**config.mk**
```make
export PLATFORM = sky130hd
export DESIGN_NAME = fir_delay_line
export DESIGN_NICKNAME = d
export VERILOG_FILES = /design/src/rtl/fir_pkg.sv /design/src/rtl/fir_tap_reg.sv /design/src/rtl/fir_delay_line.sv
export SDC_FILE = /design/constraint.sdc
export NUM_CORES = 1
export LEC_CHECK = 0
export ABC_AREA = 1
export CORE_MARGIN = 1
export CORE_UTILIZATION = 52
export DETAILED_ROUTE_END_ITERATION = 12
export PLACE_DENSITY_LB_ADDON = 0.1
export SYNTH_ARGS = -nofsm -noshare
export SYNTH_HDL_FRONTEND = slang
export SYNTH_HIERARCHICAL = 1
export SYNTH_SLANG_ARGS = --single-unit
```
**constraint.sdc**
```tcl
create_clock -name clock -period 3.2 [get_ports clock]
set_input_delay 0.32 -clock clock [delete_from_list [all_inputs] [get_ports clock]]
set_output_delay 0.32 -clock clock [all_outputs]
set_load 0.03 [all_outputs]
```
**src/rtl/fir_pkg.sv**
```systemverilog
`default_nettype none
// ============================================================================
// Module      : fir_pkg
// Description : Shared FIR datapath defaults and the tap bit-offset helper.
// Revision    : 1.0 - initial release
// ============================================================================
package fir_pkg;

    localparam int FIR_DATA_W = 16;
    localparam int FIR_TAPS   = 8;

    // Bit offset of tap k inside a flattened tap bus.
    function automatic int tap_slice(input int k, input int data_w);
        return k * data_w;
    endfunction

endpackage
`default_nettype wire

```
**src/rtl/fir_tap_reg.sv**
```systemverilog
`default_nettype none
// ============================================================================
// Module      : fir_tap_reg
// Description : Single delay stage: zeroed on reset or clear, updated on load.
// Revision    : 1.0 - initial release
// ============================================================================
module fir_tap_reg
    import fir_pkg::*;
#(
    parameter int W = FIR_DATA_W
) (
    input  logic         clock,
    input  logic         reset,
    input  logic         clear,
    input  logic         load,
    input  logic [W-1:0] d,
    output logic [W-1:0] q
);

    logic [W-1:0] r_q;

    always_ff @(posedge clock) begin
        if (reset || clear) begin
            r_q <= '0;
        end else if (load) begin
            r_q <= d;
        end
    end

    assign q = r_q;

endmodule
`default_nettype wire

```
**src/rtl/fir_delay_line.sv**
```systemverilog
`default_nettype none
// ============================================================================
// Module      : fir_delay_line
// Description : Parametrised tap delay line with fill tracking for the FIR MAC.
// Revision    : 1.0 - initial release
// ============================================================================
module fir_delay_line
    import fir_pkg::*;
#(
    parameter int DATA_W = FIR_DATA_W,
    parameter int TAPS   = FIR_TAPS,
    parameter int CNT_W  = $clog2(TAPS + 1)
) (
    input  logic                   clock,
    input  logic                   reset,
    input  logic                   enable,
    input  logic                   clear,
    input  logic                   in_valid,
    input  logic [DATA_W-1:0]      in_data,
    output logic [DATA_W*TAPS-1:0] taps_out,
    output logic                   out_valid,
    output logic                   primed,
    output logic [CNT_W-1:0]       fill_count
);

    localparam logic [CNT_W-1:0] c_full = CNT_W'(TAPS);

    logic              w_accept;
    logic [DATA_W-1:0] w_tap [TAPS];
    logic [CNT_W-1:0]  r_fill;
    logic              r_out_valid;

    assign w_accept = enable & in_valid & ~clear & ~reset;

    // Tap 0 takes the new sample; every later tap takes its predecessor.
    for (genvar k = 0; k < TAPS; k++) begin : g_tap
        logic [DATA_W-1:0] w_d;

        if (k == 0) begin : g_head
            assign w_d = in_data;
        end else begin : g_link
            assign w_d = w_tap[k-1];
        end

        fir_tap_reg #(
            .W (DATA_W)
        ) u_tap (
            .clock (clock),
            .reset (reset),
            .clear (clear),
            .load  (w_accept),
            .d     (w_d),
            .q     (w_tap[k])
        );

        assign taps_out[tap_slice(k, DATA_W) +: DATA_W] = w_tap[k];
    end

    // Fill level saturates at TAPS so primed stays asserted on a full line.
    always_ff @(posedge clock) begin
        if (reset || clear) begin
            r_fill      <= '0;
            r_out_valid <= 1'b0;
        end else begin
            r_out_valid <= w_accept;
            if (w_accept && (r_fill != c_full)) begin
                r_fill <= r_fill + 1'b1;
            end
        end
    end

    assign out_valid  = r_out_valid;
    assign fill_count = r_fill;
    assign primed     = (r_fill == c_full);

endmodule
`default_nettype wire

```
* After elaboration in Yosys (flattened, before gate mapping)
Cells that the tools add are included.
Cells by class: $add $sub $neg 1, equal/unequal tests 2, bitwise logic cells 5, reduce and logical (&&, ||, !) cells 2
Operators with widths (number):
- $add A4 B1 Y4 const B | 1
- $eq A4 B4 Y1 const B | 1
- $ne A4 B4 Y1 const B | 1
- $and A1 B1 Y1 | 3
- $not A1 Y1 | 2
- $logic_and A1 B1 Y1 | 1
- $logic_or A1 B1 Y1 | 1
Word-level totals: flip-flop bits (word level) 133, input bits 21

* Longest topological paths before layout
depth in word-level cells 4, mapped depth 7, depth with buffers taken out 6

* Hierarchy
The synthesis kept the hierarchy.
Modules (own cells, without submodules):
- fir_tap_reg | instances 8, cells an instance 101, area each 693.2 µm², sequential area each 320.3 µm²
- fir_delay_line | instances 1, cells an instance 39, area each 307.8 µm², sequential area each 100.1 µm²

* Least setup slack after synthesis
No wires, ideal clock.
path type input to register, from input port clear, to register g_tap[0].u_tap.r_q[3], setup time 0.115 ns, arrival time 1.371 ns, required time 3.085 ns, path slack 1.714 ns, stages 7, path buffers 1, path through inv_1 nand2_4 nor2_4 buf_4 nand2_1 nand2_2 nor2_2
On the way: word-level cells in the longest chain between the ends 3, elaborated cells between the ends (all ways) 4, those cells by class bitwise: 3; reduce/logical: 1
RTL lines:
- start, declared | line fir_delay_line.sv:17 | input logic clear,
- $not A1 Y1 | line fir_delay_line.sv:33 | assign w_accept = enable & in_valid & ~clear & ~reset;
- $and A1 B1 Y1 (2 in a row) | line fir_delay_line.sv:33
- via w_accept | line fir_delay_line.sv:28 | logic w_accept;
- end signal, assigned | line fir_tap_reg.sv:24 | r_q <= '0;
- end signal, assigned | line fir_tap_reg.sv:26 | r_q <= d;
- end, declared | line fir_tap_reg.sv:20 | logic [W-1:0] r_q;
The timed path passes the listed nets, and every way through them passes these cells. A chain may end at the register's enable or synchronous reset.

* Final worst setup path
from register r_fill[0] (netlist: fill_count[0]), to output port primed
On the way: word-level cells in the longest chain between the ends 1
RTL lines:
- start, declared | line fir_delay_line.sv:30 | logic [CNT_W-1:0] r_fill;
- start signal, assigned | line fir_delay_line.sv:67 | r_fill <= r_fill + 1'b1;
- $eq A4 B4 Y1 | line fir_delay_line.sv:74 | assign primed = (r_fill == c_full);
- end, declared | line fir_delay_line.sv:22 | output logic primed,
Every way passes these cells.

==> out/summary.txt <==
Final slew viol count -> 0
Fin cells -> 1145
Clk root buf -> clkbuf_8
Final ANT Viol Nets -> 0
Aggregate global routing overflow -> 0
Tmin final -> 2.27 ns
CP max stage delay -> 0.58 ns
Yosys cell types -> 19
Avg WL per Cell -> 11.1 um
Final HPWL DP -> 8.72 mm
Most used cell, CP -> inv_1
Switching Share -> 25.2%
CTS tree -> yes
Placed insts -> 1113
Setup WS post-layout -> 0.926 ns
Clk network pwr share -> 46.8%
Clk slew on worst S/H paths -> 0.06 ns
Layout Skew -> 0.00366 ns
Total GRT Usage -> 23.3%
Synth Net Count -> 870
Yosys top cell by area -> dfxtp_1
DRC -> 0
Ports -> 155
GPL Wtd Cong -> 0.807
Max-cap viol count -> 0
Chip width -> 108 um
DP Area -> 7350 sq um
Hold slack -> 0.419 ns
Sequential fraction of the synthesis area -> 45.5%
Num CTS Buffers -> 17
Worst setup SP type -> flop
Num rows -> 38
Starting DRC count in detailed routing -> 282
Hold_buf cts -> 0
Dominant cells by area after synthesis -> dfxtp_1 (45%), nand2_1 (16%), nor2_1 (12%)
Leakage -> 2.69 nW
Resize count post-CTS -> 0
Outcome -> finished clean
Worst VDD drop -> 0.349 mV
Arrival @ worst endpoint -> 1.95 ns
Hold crit path type -> in -> reg
Mapped Cells -> 847
Pre-CTS setup slack -> 1.03 ns
First-pass GRT wire length -> 21.3 mm
Internal power -> 2.83 mW
Met1 GRT Util -> 28.6%
Worst Setup End Kind -> primary output
Core area -> 10900 sq um
Chip height -> 108 um
Slew margin rel. -> 62.8%
Area of the mapped netlist -> 5850 sq um
Reg power frac -> 44.8%
Syn avg cell area -> 6.91 sq um
Top Usage Layer GRT -> met2
Psw -> 0.955 mW
Crit Path Max Fanout -> 6
Setup TNS -> 0 ns
Clock Sinks -> 133
Area share of the largest cell type after synthesis -> 45.5%
Port bufs -> 154
Achievable frequency -> 0.440 GHz
Design Power -> 3.79 mW
FILL cells -> 891
Initial Utilization -> 53.8%
Fin nets -> 1015
Initial antenna violation count -> 0
DIE AREA -> 11700 sq um
Cell area after layout -> 7900 sq um
Core Util, Final -> 72.6%
Warnings from Yosys -> 6
Clock latency on the worst-skew pair -> 0.51 ns
Vias in the first global route -> 4503
Slowest CP cell -> clkdlybuf4s50_1
Fin. Hold Viols -> 0
Vias per cell -> 4.42
Routing usage on met3 -> 8.32%
Largest net degree at the start of global routing -> 153
Area Overhead vs Synth -> 35.0%
Total wire length -> 12.7 mm
Worst-margin pin slew -> 0.558 ns
Detailed-route via count -> 5060
Final setup viols -> 0
RSZ-0062 raised after global routing -> no
Pre-antenna DRT Iters -> 4
Gate power share -> 8.4%
Crit path cell chain -> inv_1, ha_1, nand3_4, inv_1, clkdlybuf4s50_1
Crit path kind -> reg -> out
Layout cell share with drive strength beyond 1 -> 14.1%
Diodes inserted -> 0
Met2 usage -> 38.4%
FF+latch count, synth -> 133
WP data required -> 2.88 ns
Post CTS Setup Buffer Count -> 0
CTS H-Tree Depth -> 4
Maximum clock insertion buffer count -> 2
Final period utilization -> 71.1%
Power per cell area -> 479 nW/um^2
final timing paths:
kind                                                         from                                end  depth (start not counted)  slack (ns)
worst max register to register         fill_count[0]$_SDFFE_PP0P_         fill_count[0]$_SDFFE_PP0P_                          6        2.02
worst min register to register  g_tap[7].u_tap/q[14]$_SDFFE_PP0P_  g_tap[7].u_tap/q[14]$_SDFFE_PP0P_                          2        0.47
worst max-delay path                   fill_count[0]$_SDFFE_PP0P_                             primed                          5        0.93
worst min-delay path                                  in_data[13]  g_tap[0].u_tap/q[13]$_SDFFE_PP0P_                          5        0.42
kinds of logic after synthesis:
kind of cell / count (synthesis) / synth area share [%]
simple gates: 541 / 40.4
buf+inv: 169 / 13.4
flops: 133 / 45.5
compound gates: 2 / 0.235
fa+ha+maj: 2 / 0.427
per-layer routing:
layer	up-vias	routed length [um]
met5	-	0
met4	0	78
met3	9	942
met2	120	6180
met1	2221	5540
li1	2710	-
state kept, by name (all words and copies together), names as in the netlist:
name and flops:
g_tap.u_tap/q 128, fill_count 4, out_valid 1
power by group through the flow:
stage	Clock (mW)	Sequential, mW	Combinational [mW]
after floorplan	0	1.78	0.184
final	1.77	1.70	0.318
after detailed placement	0	1.73	0.319
after global routing	1.89	1.70	0.355
after global placement	0	1.73	0.316
after CTS	1.81	1.70	0.322
critical path: cells and delay by family (launching register included):
kind,cells,cell delay [ns]
adder cells (fa/ha/maj),1,0.23
AND/OR/NAND/NOR,1,0.11
buffers and inverters,3,0.69
flip-flops,1,0.42
layout make-up:
cell class	instances	area [sq um]	area share (%)
timing repair buffer	158	1600	20.2
clock inverter	15	134	1.69
sequential	133	2660	33.7
inverter	137	514	6.51
clock buffer	17	414	5.24
tap	140	175	2.22
multi-input combinational	545	2410	30.4
cell usage after synthesis (all sizes together):
cell and count:
a21oi 1, buf 32, dfxtp 133, ha 2
inv 137, nand2 263, nand3 7, nor2 269
nor3 2, o21ai 1
placed cells by master, fill, tap and decap left out, drive strengths merged:
| master | count |
|---|---|
| a21oi | 1 |
| clkinv | 6 |
| bufinv | 1 |
| clkdlybuf4s50 | 154 |
| nand3 | 7 |
| inv | 139 |
| dfxtp | 133 |
| nor3 | 2 |
| nor2 | 269 |
| o21ai | 1 |
| clkinvlp | 6 |
| ha | 2 |
| nand2 | 263 |
| buf | 4 |
| clkbuf | 17 |
No activity file was read; power rests on OpenSTA's default activity.
